**config.mk**
```make
export PLATFORM = sky130hd
export DESIGN_NAME = uart_tx_param
export DESIGN_NICKNAME = d
export VERILOG_FILES = /design/src/rtl/uart_tx_param.sv
export SDC_FILE = /design/constraint.sdc
export NUM_CORES = 1
export LEC_CHECK = 0
export BUFFER_PORTS_ARGS = -buffer_cell sky130_fd_sc_hd__buf_2
export CAP_MARGIN = 20
export CORE_MARGIN = 2
export CORE_UTILIZATION = 55
export CTS_CLUSTER_DIAMETER = 60
export DETAILED_ROUTE_END_ITERATION = 16
export PLACE_DENSITY = 0.84
export SETUP_SLACK_MARGIN = 0.02
export SKIP_LAST_GASP = 1
export SLEW_MARGIN = 20
export SYNTH_ARGS = -nofsm -noshare
export SYNTH_HDL_FRONTEND = slang
export SYNTH_SLANG_ARGS = --single-unit
```
**constraint.sdc**
```tcl
create_clock -name clk -period 2.5 [get_ports clk]
set_clock_uncertainty 0.15 [all_clocks]
set_input_delay 0.25 -clock clk [delete_from_list [all_inputs] [get_ports clk]]
set_output_delay 0.25 -clock clk [all_outputs]
set_load 0.01 [all_outputs]
```
**src/rtl/uart_tx_param.sv**
```systemverilog
// uart_tx_param: parametrised UART transmitter with valid/ready input,
// programmable baud divider and configurable frame format. LSB first, idle high.
module uart_tx_param #(
    parameter int CLK_DIV   = 16,
    parameter int DATA_BITS = 8,
    parameter int PARITY    = 0,
    parameter int STOP_BITS = 1
) (
    input  logic                 clk,
    input  logic                 reset_n,
    input  logic [DATA_BITS-1:0] i_tx_data,
    input  logic                 i_tx_valid,
    output logic                 o_tx_ready,
    output logic                 o_tx_serial,
    output logic                 o_tx_active,
    output logic                 o_tx_done
);

    // Elaboration-time parameter checks.
    if (CLK_DIV < 2 || CLK_DIV > 65535) begin : g_bad_clk_div
        $error("uart_tx_param: CLK_DIV must be 2..65535");
    end
    if (DATA_BITS < 5 || DATA_BITS > 9) begin : g_bad_data_bits
        $error("uart_tx_param: DATA_BITS must be 5..9");
    end
    if (PARITY < 0 || PARITY > 2) begin : g_bad_parity
        $error("uart_tx_param: PARITY must be 0, 1 or 2");
    end
    if (STOP_BITS < 1 || STOP_BITS > 2) begin : g_bad_stop_bits
        $error("uart_tx_param: STOP_BITS must be 1 or 2");
    end

    localparam int CW = $clog2(CLK_DIV);
    // Bit index is at least 3 bits wide (DATA_BITS >= 5), so it also counts stop bits.
    localparam int BW = $clog2(DATA_BITS);

    localparam logic [CW-1:0] BAUD_LAST = CW'(CLK_DIV - 1);
    localparam logic [BW-1:0] DATA_LAST = BW'(DATA_BITS - 1);
    localparam logic [BW-1:0] STOP_LAST = BW'(STOP_BITS - 1);

    typedef enum logic [2:0] {
        S_IDLE,
        S_START,
        S_DATA,
        S_PARITY,
        S_STOP
    } state_t;

    state_t                 state_q, state_d;
    logic [CW-1:0]          cnt_q, cnt_d;
    logic [BW-1:0]          idx_q, idx_d;
    logic [DATA_BITS-1:0]   shreg_q, shreg_d;
    logic                   par_q, par_d;
    logic                   serial_q, serial_d;
    logic                   ready_q, ready_d;
    logic                   active_q, active_d;
    logic                   done_q, done_d;
    logic                   baud_wrap;

    assign baud_wrap = (cnt_q == BAUD_LAST);

    // State and output registers; reset drops any frame in flight.
    always_ff @(posedge clk or negedge reset_n) begin
        if (!reset_n) begin
            state_q  <= S_IDLE;
            cnt_q    <= '0;
            idx_q    <= '0;
            shreg_q  <= '0;
            par_q    <= 1'b0;
            serial_q <= 1'b1;
            ready_q  <= 1'b1;
            active_q <= 1'b0;
            done_q   <= 1'b0;
        end else begin
            state_q  <= state_d;
            cnt_q    <= cnt_d;
            idx_q    <= idx_d;
            shreg_q  <= shreg_d;
            par_q    <= par_d;
            serial_q <= serial_d;
            ready_q  <= ready_d;
            active_q <= active_d;
            done_q   <= done_d;
        end
    end

    // Next-state logic: every bit slot lasts CLK_DIV cycles, advancing on baud wrap.
    always_comb begin
        state_d  = state_q;
        cnt_d    = baud_wrap ? '0 : cnt_q + CW'(1);
        idx_d    = idx_q;
        shreg_d  = shreg_q;
        par_d    = par_q;
        serial_d = serial_q;
        ready_d  = ready_q;
        active_d = active_q;
        done_d   = 1'b0;
        case (state_q)
            S_IDLE: begin
                cnt_d    = '0;
                idx_d    = '0;
                serial_d = 1'b1;
                ready_d  = 1'b1;
                active_d = 1'b0;
                if (i_tx_valid && ready_q) begin
                    state_d  = S_START;
                    shreg_d  = i_tx_data;
                    // Odd: bit set when data has an even count of ones.
                    par_d    = (PARITY == 1) ? ~^i_tx_data : ^i_tx_data;
                    serial_d = 1'b0;
                    ready_d  = 1'b0;
                    active_d = 1'b1;
                end
            end
            S_START: begin
                if (baud_wrap) begin
                    state_d  = S_DATA;
                    idx_d    = '0;
                    serial_d = shreg_q[0];
                    shreg_d  = shreg_q >> 1;
                end
            end
            S_DATA: begin
                if (baud_wrap) begin
                    if (idx_q == DATA_LAST) begin
                        idx_d = '0;
                        if (PARITY != 0) begin
                            state_d  = S_PARITY;
                            serial_d = par_q;
                        end else begin
                            state_d  = S_STOP;
                            serial_d = 1'b1;
                        end
                    end else begin
                        idx_d    = idx_q + BW'(1);
                        serial_d = shreg_q[0];
                        shreg_d  = shreg_q >> 1;
                    end
                end
            end
            S_PARITY: begin
                if (baud_wrap) begin
                    state_d  = S_STOP;
                    idx_d    = '0;
                    serial_d = 1'b1;
                end
            end
            S_STOP: begin
                serial_d = 1'b1;
                if (baud_wrap) begin
                    if (idx_q == STOP_LAST) begin
                        state_d  = S_IDLE;
                        idx_d    = '0;
                        done_d   = 1'b1;
                        active_d = 1'b0;
                        ready_d  = 1'b1;
                    end else begin
                        idx_d = idx_q + BW'(1);
                    end
                end
            end
            default: begin
                state_d  = S_IDLE;
                cnt_d    = '0;
                idx_d    = '0;
                serial_d = 1'b1;
                ready_d  = 1'b1;
                active_d = 1'b0;
            end
        endcase
    end

    assign o_tx_ready  = ready_q;
    assign o_tx_serial = serial_q;
    assign o_tx_active = active_q;
    assign o_tx_done   = done_q;

endmodule

```
# After elaboration in Yosys (flattened, before gate mapping)
# Cells that the tools add are included.
[totals]
ff_bits = 22
wordCells = 75
[classes]
addsub = 2
eq_ne = 15
muxes = 37
n_bitwise = 1
reduce_logical = 12
[ops]
columns = ["cell", "count"]
rows = [
  ["two-way mux 3 bit", 12],
  ["two-way mux 8 bit", 4],
  ["case mux 8 bit (3 select lines)", 1],
  ["!= test 2 bit (second input constant)", 8],
  ["case mux 3 bit (5 select lines)", 1],
  ["two-way mux 1 bit", 13],
  ["case mux 3 bit (3 select lines)", 1],
  ["AND reduction 3 bit", 3],
  ["two-way mux 4 bit", 2],
  ["AND reduction 7 bit", 1],
  ["equality test 3 x 2 -> 1 bit (second input constant)", 2],
  ["equality test 3 bit (second input constant)", 2],
  ["zero test 3 bit", 2],
  ["case mux 1 bit (3 select lines)", 2],
  ["AND reduction 5 bit", 1],
  ["adder 4 x 1 -> 4 bit (second input constant)", 1],
  ["equality test 4 bit (second input constant)", 1],
  ["case mux 1 bit (4 select lines)", 1],
  ["OR reduction 4 bit", 1],
  ["adder 3 x 1 -> 3 bit (second input constant)", 1],
  ["equality test 3 x 1 -> 1 bit (second input constant)", 1],
  ["nonzero test 3 bit", 1],
  ["OR reduction 3 bit", 1],
  ["!= test 2 x 1 -> 1 bit (second input constant)", 1],
  ["3 further kinds", 3],
]

# Logic depth before layout (Yosys ltp)
# Gate-level depths: netlist of the first run.
[logic_depth]
word_depth = 4
depth_mapped = 6

# Worst setup path before layout of the first run
# OpenSTA, ideal clock, no wires.
[synth_timing]
kind = "register to register"
from = "register idx_q[0]"
to = "register shreg_q[0]"
setup_time_ns = 0.079
arrival_time_ns = 1.742
required_time_ns = 2.271
path_slack_ns = 0.529
path_stages_with_launch = 7
path_buffers = 0
synth_period_minus_slack_ns = 1.971
path_cell_list = "dfrtp_1 > ha_1 > ha_1 > o21a_1 > a211oi_4 > a21boi_4 > a2bb2oi_1"
[synth_via]
elab_chain_cells = 3
[synth_rtl]
columns = ["item", "line", "rtl"]
rows = [
  ["start, declared", "51", "logic [BW-1:0] idx_q, idx_d;"],
  ["start signal, assigned", "77", "idx_q <= idx_d;"],
  ["equality test 3 bit", "125", "if (idx_q == DATA_LAST) begin"],
  ["!= test 2 bit (no source line)", "-", ""],
  ["AND reduction 5 bit (no source line)", "-", ""],
  ["end signal, assigned", "78", "shreg_q <= shreg_d;"],
  ["end, declared", "52", "logic [DATA_BITS-1:0] shreg_q, shreg_d;"],
]
# No other way between the ends.
# A chain may end at the register's enable or synchronous reset.

# Worst setup path in the final report of the first run
[layout_timing]
from = "register idx_q[0]"
to = "register shreg_q[2]"
# The elaborated chain is that of the path after synthesis.

==> results of run 1 <==
==> logic make-up (layout without fill, tap and decap cells) <==
kind of cell	count (synthesis)	in the layout	share of synthesized area [%]
buffers and inverters	13	28	5.67
xor gates and xnor gates	3	3	2.33
and+or+nand+nor	30	30	13.9
AOI/OAI and AO/OA	37	37	24.6
adders and majority gates	4	4	4.44
DFF	22	22	49.1
==> cell usage after synthesis <==
| master | instances | share of area (%) |
|---|---|---|
| o21a_1 | 2 | 1.3 |
| nand3b_1 | 2 | 1.3 |
| dfstp_2 | 2 | 4.7 |
| o2111ai_1 | 1 | 0.78 |
| a31oi_1 | 1 | 0.56 |
| clkbuf_1 | 2 | 0.67 |
| nand2b_1 | 2 | 1.1 |
| a2bb2oi_1 | 7 | 5.4 |
| o21ai_0 | 5 | 2.2 |
| and3_1 | 2 | 1.1 |
| xor2_1 | 2 | 1.6 |
| nand4b_1 | 1 | 0.78 |
| nor3_1 | 4 | 1.8 |
| a32oi_1 | 1 | 0.78 |
| o22ai_1 | 7 | 3.9 |
| a211oi_4 | 1 | 1.8 |
| a21o_1 | 2 | 1.3 |
| dfrtp_1 | 20 | 44 |
| inv_1 | 8 | 2.7 |
| xnor2_1 | 1 | 0.78 |
| ha_1 | 4 | 4.4 |
| or2_2 | 1 | 0.56 |
| buf_6 | 1 | 1.0 |
| nand2_1 | 4 | 1.3 |
| nand3_1 | 4 | 1.8 |
| and2b_1 | 1 | 0.67 |
| o31ai_1 | 1 | 0.67 |
| nor2_1 | 7 | 2.3 |
| a21oi_1 | 7 | 3.1 |
| or3_1 | 1 | 0.56 |
| a21boi_4 | 1 | 1.7 |
| buf_4 | 2 | 1.3 |
| o221a_2 | 1 | 1.0 |
| nor4_1 | 1 | 0.56 |
==> cell type report <==
type | instances | area (um2) | area share (%)
Clock buffer | 4 | 36.3 | 2.90
Inverter | 8 | 30.0 | 2.40
Multi-Input combinational cell | 74 | 509 | 40.7
Sequential cell | 22 | 553 | 44.2
Tap cell | 27 | 33.8 | 2.70
Timing Repair Buffer | 16 | 87.6 | 7.01
==> stage by stage <==
stage | instances | total power [mW] | area, um2 | setup slack [ns]
finish | 151 | 1.45 | 1250 | 0.523
global route | 151 | 1.56 | 1250 | 0.433
CTS | 151 | 1.46 | 1250 | 0.516
detailed placement | 146 | 1.27 | 1200 | 0.533
global placement | 146 | 1.24 | 1200 | 0.582
floorplan | 109 | 1.14 | 1130 | 0.529
==> critical path, delay by kind of cell (launching register included) <==
family                     cells  cell delay (ns)
DFF                            1             0.41
adders and majority gates      2             0.42
AOI/OAI and AO/OA              4             0.92
==> power by group through the flow <==
stage	Clock, mW	Sequential, mW	Combinational (mW)
detailed placement	0	0.639	0.627
finish	0.191	0.631	0.628
global route	0.213	0.654	0.695
floorplan	0	0.603	0.541
global placement	0	0.629	0.606
CTS	0.195	0.630	0.636
==> metal layers <==
| metal | global-route usage (%) | vias up | wire length (um) | part of all wire, % |
|---|---|---|---|---|
| met5 | 0 | - | 0 | 0 |
| met4 | 7.14 | 0 | 30 | 1.4 |
| met3 | 2.15 | 4 | 114 | 5.4 |
| met2 | 31.8 | 31 | 966 | 46 |
| met1 | 23.9 | 399 | 984 | 47 |
| li1 | - | 428 | - | - |
==> sequential cells by signal, indices dropped and copies added, names as in the netlist <==
signal       cells
cnt_q            4
idx_q            3
shreg_q          8
o_tx_ready       1
state_q          3
o_tx_done        1
o_tx_serial      1
o_tx_active      1
==> worst paths after layout <==
check | start | slack (ns) | to
setup / recovery | idx_q[0] | 0.52 | shreg_q[2]
hold / removal | i_tx_data[7] | 0.06 | shreg_q[7]
setup reg to reg | idx_q[0] | 0.52 | shreg_q[2]
hold reg to reg | o_tx_active | 0.34 | o_tx_active
max in group asynchronous | reset_n | 1.57 | o_tx_serial
min in group asynchronous | reset_n | 0.28 | shreg_q[3]
==> repair_timing <==
| item | in CTS | in global routing |
|---|---|---|
| buffers inserted | 0 | 0 |
| endpoints found under the hold margin | 20 | 0 |
| hold buffers | 1 | 0 |
==> impl_metrics.ini, run 1 <==
[timing]
rsz0062_at_grt = no
fin_tns_setup_ns = 0
hold_viol = 0
hold_slack_ns = 0.0560
finalCritPeriodShare_pct = 79.1
setup-violations-final = 0
tightest_slew_ns = 0.532
relSlewSlack_pct = 64.4
slew_viol_final = 0
period_needed_ns = 1.98
fmax_mhz = 506

[cts]
h-tree-depth = 1
cts_resized = 0
cts_buffer_depth = 2
clkLatencyLatePin_ns = 0.30
cts_tree = yes
cts_made_buffers = 3
cts_sinks = 22
root_buffer = clkbuf_4
clk_pin_slew_ns = 0.12

[route]
wire_per_inst_um = 13.9
routed_via_density = 5.71
ant_nets = 0
initialDrtViolationCount = 27
drcViolationCount = 0
firstDrtPassIters = 4
drt_wl_total_mm = 2.10
via_count = 862

[synth]
synthesis.area_per_instance_um2 = 10.3
syn_area_mm2 = 0.00113
syn_inst = 109
ys_ff_latch = 22
yosysWarnings = 0
synth_seq_area_share_pct = 49.1
synth_nets = 124
synth_cell_types = 34

[power_and_ir_drop]
p_leak_nw = 0.591
p_int_uw = 910
switching_share_pct = 37.2
ir_drop_mv = 0.732
p_clk_share_pct = 13.2
combPwrFrac_pct = 43.3
power.switching_uw = 540
p_per_area_mw_per_mm2 = 1160
p_seq_share_pct = 43.5

[global_routing]
grt_first_pass_wirelength_mm = 3.52
grt_pass1_vias = 828
grtUsageTotal_pct = 18.6
grt_overflow = 0
antenna_found_initial = 0
grt_max_degree = 23

[die]
start_util_pct = 58.0
die_height_um = 49.3
dieWidth_um = 49.3
fp.coreArea_mm2 = 0.00194
row_count = 16
die_area_mm2 = 0.00243
num_io_pins = 15

[final_layout]
utilization_pct = 64.4
nets = 140
layout_commonest_cell = dfrtp_1
fillers = 152
final_cell_mix = dfrtp_1 (20), buf_2 (14), inv_1 (8)
drive_gt1_share_pct = 20.2
syn_to_final_growth_pct = 11.0
diodes = 0

[min_path]
hold_depth = 3
hold_class = input pin to flop

[critical_path]
cp_max_fo = 8
path_cells = ha_1 > ha_1 > o21a_1 > a211oi_4 > a21boi_4 > a2bb2oi_1
max_stage_delay_ns = 0.41
crit_slowest_cell = dfrtp_1
crit_path_frequent_cell = ha_1
worstSetupEndpointType = flop
rr_worst_depth = 6
cp.required_ns = 2.58
critical_path_class = flop to flop
startpoint_type = flop
arrival_ns = 2.05

[place]
io_buffers = 14
dp_hpwl_mm = 1.43
finalWeightedCongestion = 0.888

[outcome]
status = finished, final reports clean

[job]
maxCapViolations = 0
Note: power is estimated with default switching activity, not from simulation.
==> inputs of run 2 (changes only) <==
- ABC_AREA: default -> 1
- CORE_UTILIZATION: 55 -> 57
- PLACE_DENSITY: 0.84 -> 0.85
- clock period: 2.5 -> 2.02 ns (I/O delays scaled with it)
==> impl_metrics.ini, run 2 <==
[synth]
synth_edf_count = 0
yosys.cell_count.top_type = nand2_1
synth_commonest_cells = nand2_1 (45), nand3_1 (26), dfrtp_1 (20), inv_1 (9), nor2_1 (7)
synth_area_leaders = dfrtp_1 (38%), nand2_1 (13%), nand3_1 (9.9%), nand2_8 (4.6%), dfstp_2 (4.0%)
synth.largest_area_cell = dfrtp_1
synth_seq_area_share_pct = 42.2
syn_area_mm2 = 0.00131
syn_inst = 150
synth_flop_cell = dfrtp_1
yosys.area.top_type_share_pct = 38.2
synth_nets = 165
synthesis.area_per_instance_um2 = 8.73
yosysWarnings = 0
ys_ff_latch = 22
synth_cell_types = 24
async_reset_ff_share_pct = 100

[die]
start_util_pct = 59.8
dieWidth_um = 51.9
die_area_mm2 = 0.00270
die_height_um = 51.9
fp.coreArea_mm2 = 0.00219
row_count = 17
num_io_pins = 15

[timing]
period_needed_ns = 1.61
fin_tns_setup_ns = 0
fmax_mhz = 622
tightest_slew_ns = 0.484
finalCritPeriodShare_pct = 79.6
rsz0062_at_grt = no
setup-violations-final = 0
slew_viol_final = 0
hold_viol = 0
relSlewSlack_pct = 67.7
layout_setup_ws_ns = 0.412

[global_routing]
grtUsageTotal_pct = 19.8
grt_pass1_vias = 970
grt_overflow = 0
antenna_found_initial = 0
use_met3_pct = 2.59
top_usage_layer = met2
grt_max_degree = 23
grt_use_met2_pct = 35.0
met1_usage_pct = 25.7
grt_first_pass_wirelength_mm = 4.05

[route]
initialDrtViolationCount = 25
ant_nets = 0
via_count = 1012
routed_via_density = 5.14
drt_wl_total_mm = 2.29
drcViolationCount = 0
wire_per_inst_um = 11.6
firstDrtPassIters = 4

[cts]
cts_sinks = 22
cts_resized = 0
clk_pin_slew_ns = 0.12
cts_buffer_depth = 2
root_buffer = clkbuf_4
clkLatencyLatePin_ns = 0.30
cts_tree = yes
cts_made_buffers = 3
h-tree-depth = 1

[critical_path]
worstSetupEndpointType = flop
max_stage_delay_ns = 0.41
cp_top_family = simple AND/OR/NAND/NOR gates
startpoint_type = flop
path_depth = 8
arrival_ns = 1.67
path_buf_inv = 0
crit_slowest_cell = dfrtp_1
path_cells = ha_1 > ha_1 > nand3_2 > nand2_4 > nor2_8 > nand2_8 > nand2_1 > nand2_1
critical_path_class = flop to flop
cp.required_ns = 2.08
rr_worst_depth = 8
cp_max_fo = 10

[place]
dp_slack_ns = 0.431
finalWeightedCongestion = 0.855
io_buffers = 14
dp.cells = 192
dp_hpwl_mm = 1.73

[min_path]
hold_depth = 5
hold_class = input pin to flop

[final_layout]
fillers = 173
diodes = 0
largestRegisters = shreg_q (8), cnt_q (4)
largest_register_ffs = 8
layout_commonest_cell = nand2_1
drive_gt1_share_pct = 27.2
nets = 185
syn_to_final_growth_pct = 11.6
final_cell_mix = nand2_1 (45), nand3_1 (26), dfrtp_1 (20), buf_2 (14), inv_1 (9)
regMostFlops = shreg_q
stdcell_count = 197

[power_and_ir_drop]
ir_drop_mv = 0.392
p_leak_nw = 0.758
p_per_area_mw_per_mm2 = 482

[outcome]
status = finished, final reports clean

[job]
maxCapViolations = 0
## run 2: changes by cell type in the layout (fill, tap and decap cells not counted), moves of 4 or more
cell / change
nand3_1: +22
nand2_2: +5
o21ai_0: -5
nand2_1: +41
o22ai_1: -7
a2bb2oi_1: -7
a21oi_1: -4
## run 2: cell type report
type	count	area [um2]	area share [%]
Clock buffer	4	36.3	2.48
Tap cell	28	35.0	2.40
Inverter	13	62.6	4.28
Multi-Input combinational cell	115	694	47.5
Timing Repair Buffer	15	80.1	5.48
Sequential cell	22	553	37.8
## run 2: per-stage QoR
step | power, mW | hold WS (ns) | util [%] | area [um2]
4_1_cts | 0.712 | 0.0595 | 66.7 | 1460
6_report | 0.705 | 0.0625 | 66.7 | 1460
3_3_place_gp | 0.467 | 0.0372 | 64.6 | 1420
5_1_grt | 0.726 | 0.0706 | 66.7 | 1460
3_5_place_dp | 0.468 | 0.0511 | 64.6 | 1420
2_1_floorplan | 0.450 | -0.244 | - | 1310
## run 2: cells by family after synthesis
family | after synthesis | share of synthesized area [%]
simple gates | 102 | 45.0
flops | 22 | 42.2
buf+inv | 13 | 4.78
compound gates | 8 | 3.53
fa+ha+maj | 4 | 3.82
xor+xnor | 1 | 0.669
## run 2: repair_timing
action                                 in CTS  in global routing
buffers inserted                            0                  0
hold buffers                                1                  0
endpoints found under the hold margin      20                  0
## run 2: worst paths after layout
check	slack, ns	endpoint	from
worst max-delay path	0.41	shreg_q[1]	idx_q[1]
worst min-delay path	0.06	shreg_q[7]	i_tx_data[7]
worst max register to register	0.41	shreg_q[1]	idx_q[1]
worst min register to register	0.33	cnt_q[0]	cnt_q[0]
max in group asynchronous	1.14	o_tx_serial	reset_n
min in group asynchronous	0.22	idx_q[1]	reset_n
## run 2: worst reg2reg max path: stages (launching register included)
cell and delay (ns):
dfrtp_1 0.41, ha_1 0.19, ha_1 0.20, nand3_2 0.09, nand2_4 0.06, nor2_8 0.19, nand2_8 0.09, nand2_1 0.07
nand2_1 0.05
## run 2: power breakdown
part | switching [mW] | internal [mW] | total (mW)
Combinational | 0.0117 | 0.00837 | 0.0200
Clock | 0.134 | 0.110 | 0.244
Sequential | 0 | 0.441 | 0.441
## run 2: per-layer routing
metal	wire length, um	vias up	part of all wire [%]
met1	1070	462	47
li1	-	528	-
met3	87	0	3.8
met2	1130	22	49
met5	0	-	0
met4	0	0	0
==> inputs of run 3 (changes only) <==
- clock period: 2.02 -> 1.6 ns (I/O delays scaled with it)
==> impl_metrics.ini, run 3 (same netlist as run 2, synthesis figures left out) <==
[critical_path]
crit_slowest_cell = dfrtp_1
arrival_ns = 1.62
path_buf_inv = 0
cp.required_ns = 1.67
cp_max_fo = 8
worstSetupEndpointType = flop
path_cells = ha_2 > ha_4 > nand3_4 > nand2_4 > nor2_8 > nand2_8 > nand2_2 > nand2_2
startpoint_type = flop
max_stage_delay_ns = 0.41
rr_worst_depth = 8
r2r-start = idx_q[1]
crit_path_frequent_cell = nand2_2
r2r_setup_slack_ns = 0.05
reg2reg_to = shreg_q[3]
cp_top_family = simple AND/OR/NAND/NOR gates
critical_path_class = flop to flop
path_depth = 8

[final_layout]
largestRegisters = shreg_q (8), cnt_q (4)
layout_commonest_cell = nand2_1
final_cell_mix = nand2_1 (39), nand3_1 (25), dfrtp_1 (19), buf_2 (14)
largest_register_ffs = 8
syn_to_final_growth_pct = 20.8
fin_area_mm2 = 0.00158
diodes = 0
nets = 193
regMostFlops = shreg_q
drive_gt1_share_pct = 35.8

[min_path]
hold_depth = 5
min_to = shreg_q[4]
hold_class = input pin to flop
worstHoldStart = i_tx_data[4]

[timing]
hold_viol = 0
relSlewSlack_pct = 67.0
period_needed_ns = 1.55
tightest_slew_ns = 0.495
fmax_mhz = 646
finalCritPeriodShare_pct = 96.8
rsz0062_at_grt = yes
slew_viol_final = 0
setup-violations-final = 0

[cts]
clk_pin_slew_ns = 0.12
cts_sinks = 22
cts_buffer_depth = 2
h-tree-depth = 1
cts_made_buffers = 3
cts_tree = yes
root_buffer = clkbuf_4
clkLatencyLatePin_ns = 0.31

[power_and_ir_drop]
p_clk_share_pct = 30.3
combPwrFrac_pct = 3.3
power.switching_uw = 180
p_seq_share_pct = 66.5
p_int_uw = 656
p_per_area_mw_per_mm2 = 529
p_leak_nw = 0.788
switching_share_pct = 21.5
ir_drop_mv = 0.603
power_uw = 837

[job]
maxCapViolations = 0

[route]
drt_wl_total_mm = 2.70
wire_per_inst_um = 13.2
top_layer_used = met4
firstDrtPassIters = 4
via_count = 1070
wl_met3_um = 79
wl_met1_mm = 1.23
initialDrtViolationCount = 32
routed_via_density = 5.25
ant_nets = 0
drcViolationCount = 0
met2_length_mm = 1.35

[die]
die_area_mm2 = 0.00270
die_height_um = 51.9
fp.coreArea_mm2 = 0.00219
row_count = 17
num_io_pins = 15
dieWidth_um = 51.9
start_util_pct = 59.8

[global_routing]
grt_overflow = 0
antenna_found_initial = 0
grt_pass1_vias = 997
grt_max_degree = 23
grtUsageTotal_pct = 22.4
grt_first_pass_wirelength_mm = 4.40

[place]
dp_hpwl_mm = 1.80
finalWeightedCongestion = 0.884
io_buffers = 14
dpl_cell_area_mm2 = 0.00142

[outcome]
status = finished, final reports clean
==> run 3: cell count changes in the layout (fill, tap and decap cells not counted), sizes merged <==
cell         delta
dlygate4sd3     +1
buf             +6
clkbuf          -1
nor2            +1
==> run 3: layout make-up <==
| class | count | area, um2 |
|---|---|---|
| well taps | 28 | 35.0 |
| multi-input cells | 116 | 761 |
| flip-flops and latches | 22 | 554 |
| repair buffers | 22 | 148 |
| inverters | 13 | 62.6 |
| fillers | 164 | 608 |
| clock buffers | 3 | 22.5 |
==> run 3: worst register-to-register path, cell delays in order, from the launching register on <==
cell and delay [ns]:
dfrtp_1 0.41, ha_2 0.20, ha_4 0.16, nand3_4 0.07
nand2_4 0.08, nor2_8 0.15, nand2_8 0.10, nand2_2 0.08
nand2_2 0.04
==> run 3: how the worst max path moves through the flow <==
stage	end	startpoint
after floorplan	shreg_q[1]	idx_q[0]
after global placement	shreg_q[6]	idx_q[1]
after detailed placement	shreg_q[1]	idx_q[0]
after CTS	shreg_q[0]	idx_q[0]
after global routing	shreg_q[3]	state_q[0]
final	shreg_q[3]	idx_q[1]
==> run 3: timing repair <==
action                                  4_1_cts  5_1_grt
endpoints found under the hold margin        21        0
endpoints found under the setup margin        8       10
gates resized for setup                       2       13
buffers inserted                              0        5
pin swaps                                     3        7
gates cloned                                  1        0
hold buffers                                  2        0
==> run 3: metrics by stage <==
step / cells / hold slack [ns] / setup slack, ns / TNS [ns] / utilization (%)
2_1_floorplan: 150 / -0.286 / 0.113 / 0 / -
3_3_place_gp: 193 / -0.00389 / 0.0417 / 0 / 64.9
3_5_place_dp: 193 / 0.00937 / -0.0132 / -0.0257 / 64.9
4_1_cts: 199 / 0.0354 / 0.0266 / 0 / 67.6
5_1_grt: 204 / 0.0822 / -0.0234 / -0.126 / 72.2
6_report: 204 / 0.0512 / 0.0509 / 0 / 72.2
==> run 3: per-layer routing <==
| metal | vias to the layer above | GRT usage, % |
|---|---|---|
| met5 | - | 0 |
| met4 | 0 | 9.21 |
| met3 | 4 | 2.59 |
| met2 | 28 | 37.8 |
| met1 | 497 | 29.0 |
| li1 | 541 | - |
==> run 3: power by group through the flow <==
stage,sequential [mW],combinational (mW),clock [mW]
final,0.556,0.0272,0.253
after CTS,0.556,0.0283,0.263
after global placement,0.567,0.0236,0
after floorplan,0.567,0.00160,0
after global routing,0.556,0.0311,0.278
after detailed placement,0.567,0.0247,0
